--- src/rtl/microsequencer.sv ---
// Next-state engine for the control unit: selects the next microstore state from the control-word sequencing fields.
// One-cycle latency (registered state); no backpressure, a memory wait holds the state until moc or a timeout fault.
module microsequencer #(
  parameter int                 STATE_W     = 7,
  parameter int                 TIMEOUT     = 16,
  parameter logic [STATE_W-1:0] FAULT_STATE = 7'd127
) (
  input  logic               clk,
  input  logic               reset,
  input  logic [2:0]         nsel,
  input  logic [1:0]         csel,
  input  logic               inv,
  input  logic [STATE_W-1:0] cr,
  input  logic [STATE_W-1:0] enc_state,
  input  logic               moc,
  input  logic               cond,
  output logic [STATE_W-1:0] currentState,
  output logic               waiting,
  output logic               mem_timeout
);

  localparam logic [2:0] NS_ENC    = 3'b000;
  localparam logic [2:0] NS_INC    = 3'b001;
  localparam logic [2:0] NS_CR     = 3'b010;
  localparam logic [2:0] NS_BR_INC = 3'b011;
  localparam logic [2:0] NS_BR_ENC = 3'b100;
  localparam logic [2:0] NS_WAIT   = 3'b101;
  localparam logic [2:0] NS_CALL   = 3'b110;

  localparam int                CNT_W = (TIMEOUT > 1) ? $clog2(TIMEOUT) : 1;
  localparam bit                TO_EN = (TIMEOUT != 0);
  localparam logic [CNT_W-1:0]  WLAST = CNT_W'((TIMEOUT > 0) ? TIMEOUT - 1 : 0);

  logic [STATE_W-1:0] ret;
  logic [STATE_W-1:0] ret_nxt;
  logic [STATE_W-1:0] nxt;
  logic [STATE_W-1:0] inc;
  logic [CNT_W-1:0]   wcnt;
  logic [CNT_W-1:0]   wcnt_nxt;
  logic               sel_cond;
  logic               t;
  logic               fault;

  always_comb begin
    case (csel)
      2'b00:   sel_cond = moc;
      2'b01:   sel_cond = cond;
      2'b10:   sel_cond = 1'b1;
      default: sel_cond = 1'b0;
    endcase
  end

  assign t       = sel_cond ^ inv;
  assign inc     = currentState + STATE_W'(1);
  assign waiting = (nsel == NS_WAIT) & ~t;

  // wcnt only survives an edge that keeps holding inside a wait; every other path clears it.
  always_comb begin
    nxt      = currentState;
    ret_nxt  = ret;
    wcnt_nxt = '0;
    fault    = 1'b0;
    case (nsel)
      NS_ENC:    nxt = enc_state;
      NS_INC:    nxt = inc;
      NS_CR:     nxt = cr;
      NS_BR_INC: nxt = t ? cr : inc;
      NS_BR_ENC: nxt = t ? cr : enc_state;
      NS_WAIT: begin
        if (t) begin
          nxt = inc;
        end else if (TO_EN && (wcnt == WLAST)) begin
          nxt   = FAULT_STATE;
          fault = 1'b1;
        end else begin
          wcnt_nxt = wcnt + 1'b1;
        end
      end
      NS_CALL: begin
        ret_nxt = inc;
        nxt     = cr;
      end
      default:   nxt = ret;
    endcase
  end

  always_ff @(posedge clk or negedge reset) begin
    if (!reset) begin
      currentState <= '0;
      ret          <= '0;
      wcnt         <= '0;
      mem_timeout  <= 1'b0;
    end else begin
      currentState <= nxt;
      ret          <= ret_nxt;
      wcnt         <= wcnt_nxt;
      if (fault) mem_timeout <= 1'b1;
    end
  end

endmodule

--- config.mk ---
export PLATFORM = sky130hd
export DESIGN_NAME = microsequencer
export DESIGN_NICKNAME = d
export VERILOG_FILES = /design/src/rtl/microsequencer.sv
export SDC_FILE = /design/constraint.sdc
export NUM_CORES = 1
export LEC_CHECK = 0
export CELL_PAD_IN_SITES_DETAIL_PLACEMENT = 0
export CELL_PAD_IN_SITES_GLOBAL_PLACEMENT = 2
export CORE_ASPECT_RATIO = 1.25
export CORE_MARGIN = 5
export CORE_UTILIZATION = 30
export CTS_BUF_LIST = sky130_fd_sc_hd__clkbuf_4 sky130_fd_sc_hd__clkbuf_8
export CTS_CLUSTER_DIAMETER = 120
export DETAILED_ROUTE_END_ITERATION = 7
export GPL_TIMING_DRIVEN = 0
export PLACE_DENSITY = 0.91
export SYNTH_ARGS = -nofsm -noshare
export SYNTH_HDL_FRONTEND = slang
export SYNTH_SLANG_ARGS = --single-unit
--- constraint.sdc ---
create_clock -name clk -period 1.5 [get_ports clk]
set_input_delay 0.3 -clock clk [delete_from_list [all_inputs] [get_ports clk]]
set_output_delay 0.3 -clock clk [all_outputs]
set_load 0.02 [all_outputs]
==> impl_metrics.toml, run 1 <==
[logic_synthesis]
seq_area_frac_synth = 0.370
synth_edf_count = 0
ys.flop_type = "dfrtp_1"
yosysWarningCount = 0
synth_top_area_share = 0.370
avgSynthCellArea_um2 = 9.12
synthDistinctLibCells = 44
synthCells = 141
async_flop_share = 1.00
ys_ff_latch = 19
synthesis.area_mm2 = 0.00129
synth_top_area_cell = "dfrtp_1"
post_synth_main_area_contributors = "dfrtp_1 (37%), a21oi_1 (3.5%), nand2_1 (3.5%), nor2_1 (3.5%), xnor2_1 (3.4%)"
syn_nets = 167

[sta]
clock_skew_ns = 0.00664
period_share = 1.06
drv_slew = 0
fmax_mhz = 630
setup_ws_ns = -0.0886
hold_viol_final = 0
slew_headroom = 0.417
whs_ns = 0.463
setup_viol = 6
tightest_slew_ns = 0.871
rsz0062_at_grt = "yes"
finalCriticalPeriod_ns = 1.59

[setup_path]
crit_slowest_cell = "nor3_4"
critPathLaunch = "csel[0]"
cpMostUsedCell = "buf_6"
path_buf_inv = 3
worstPathCellList = "buf_8 > o21bai_4 > buf_6 > a21boi_4 > nor2_4 > nor3_4 > buf_6"
rr_startpoint = "currentState[0]"
cp-end-kind = "primary output"
critPathTopFamily = "buffers and inverters"
worstPathArrival_ns = 1.29
cp_max_fo = 2
slowest_delay_ns = 0.21
worstSetupPathType = "in -> out"
crit_required_ns = 1.20
cp-start-kind = "input pin"

[finish]
antenna_cells = 0
syn_to_final_growth_pct = 56.1
post_route_cells_drive_above_1_share = 0.328
fin_area_mm2 = 0.00201
nets = 222
fill_cells = 419

[pwr]
p_int_w = 0.00113
finalPower_w = 0.00174
p_per_area_mw_per_mm2 = 864
p_seq_frac = 0.400
switching_share = 0.349
p_switching_w = 0.000605
p_leak_nw = 0.869
clockPowerShare = 0.210
power.share.combinational = 0.390
irDropWorstVdd_v = 0.000443

[route]
drt_first_pass_iters = 4
vias = 1335
wl_per_cell_um = 17.0
wl_um = 4260
via_per_inst = 5.32
drc = 0
drtIter0Drc = 108
ant_nets = 0

[global_route]
grtUsageTotal = 0.155
grt_overflow_total = 0
antenna_found_initial = 0
grt_max_degree = 20
grt_pass1_wl_um = 6840
grt_pass1_vias = 1373

[floorplanning]
die_w_um = 68.6
core_area_mm2 = 0.00413
io_pins = 33
die_area_mm2 = 0.00570
start_util = 0.311
row_count = 26
die_h_um = 83.2

[job]
maxCapViolations = 0

[placement]
gp_congestion = 0.783
port_buffers = 31
dp_slack_ns = -1.15
placedInstanceArea_mm2 = 0.00168
dpl.hpwl_um = 2900

[cts]
worstSkewPairLatency_ns = 0.26
cts_buffers = 3
clk_pin_slew_worst_paths_ns = 0.08
htreeDepth = 1
clockRootBuffer = "clkbuf_8"
cts_tree = "yes"
cts.sinks = 19
cts.path.max_buffers = 2
hold_buffers = 0

[outcome]
status = "finished with violations"
violations = "negative setup slack"

[min_path]
hold_path_class = "reg -> reg"
hp-start = "wcnt[0]"
==> power by group through the flow <==
stage | Combinational, W | Clock [W] | Sequential [W]
after floorplan | 0.000300 | 0 | 0.000719
after global placement | 0.000551 | 0 | 0.000692
after detailed placement | 0.000564 | 0 | 0.000699
after CTS | 0.000625 | 0.000369 | 0.000684
after global routing | 0.000744 | 0.000394 | 0.000703
final | 0.000678 | 0.000365 | 0.000693
==> metal layers <==
| metal | global-route usage | vias to the layer above | routed length [um] |
|---|---|---|---|
| met1 | 0.206 | 652 | 1820 |
| met3 | 0.0324 | 4 | 234 |
| li1 | - | 638 | - |
| met2 | 0.255 | 41 | 2160 |
| met4 | 0.0307 | 0 | 46 |
| met5 | 0 | - | 0 |
==> stage by stage <==
step	util	cells	setup TNS, ns
floorplan	-	141	-0.000995
global placement	0.407	228	-10.51
detailed placement	0.407	228	-10.51
CTS	0.462	245	-0.0929
global route	0.486	251	-0.585
finish	0.486	251	-0.319
==> final timing paths <==
path	slack (ns)	depth (start not counted)	endpoint
max	-0.09	7	waiting
min	0.46	1	wcnt[0]
max reg2reg	0.01	5	currentState[5]
min reg2reg	0.46	1	wcnt[0]
max in group asynchronous	0.38	1	currentState[1]
min in group asynchronous	0.53	1	currentState[4]
==> repair_timing <==
| action | 4_1_cts | 5_1_grt |
|---|---|---|
| endpoints found under the setup margin | 26 | 8 |
| pin swaps | 10 | 7 |
| gates resized for setup | 64 | 13 |
| gates cloned | 1 | 0 |
| setup buffers | 12 | 7 |
==> sequential cells by signal, summed over array words and instances, names as in the netlist <==
name	flops
currentState	7
ret	7
wcnt	4
mem_timeout	1
==> area by class of cell <==
| type | instances | area, um2 | share of cell area |
|---|---|---|---|
| repair buffers | 50 | 460 | 0.229 |
| multi-input cells | 110 | 887 | 0.442 |
| clock inverters | 1 | 5.00 | 0.00249 |
| inverters | 6 | 22.5 | 0.0112 |
| flip-flops and latches | 19 | 479 | 0.239 |
| clock buffers | 3 | 41.3 | 0.0206 |
| plain buffers | 6 | 42.5 | 0.0212 |
| well taps | 56 | 70.1 | 0.0349 |
==> placed cells by master (no fill, tap or decap), types with 5 or more instances in the layout <==
master           synthesis  final
inv_1                    6      6
nand3_1                  7      5
clkdlybuf4s50_1          0     15
nor2_1                  12     11
a21oi_1                  9      9
buf_6                    1      8
o21ai_0                  7      7
nand2_1                 12     12
o21ai_1                  7      7
dlygate4sd2_1            0      7
buf_4                    1     15
dfrtp_1                 19     16
==> synth_stat cells, drive strengths merged, types with 4 or more instances <==
cell type,number
a21oi,9
nand3,7
o221ai,4
dfrtp,19
inv,6
nand2,12
nor2,12
o21ai,14
nor3,5
xnor2,5
==> cell families (layout without fill, tap and decap cells) <==
| group | after synthesis | count (layout) | share of synthesized area |
|---|---|---|---|
| buffers and inverters | 12 | 66 | 0.0447 |
| and+or+nand+nor | 50 | 50 | 0.208 |
| DFF | 19 | 19 | 0.370 |
| muxes | 4 | 4 | 0.0331 |
| xor gates and xnor gates | 6 | 6 | 0.0409 |
| adders and majority gates | 2 | 2 | 0.0195 |
| AOI/OAI and AO/OA | 48 | 48 | 0.284 |
(Power assumes the default switching activity.)
==> inputs of run 2 (changes only) <==
SLEW_MARGIN = 15   (was default)
==> results of run 2 <==
No change in the layout: final DEF, timing and power equal those of run 1.
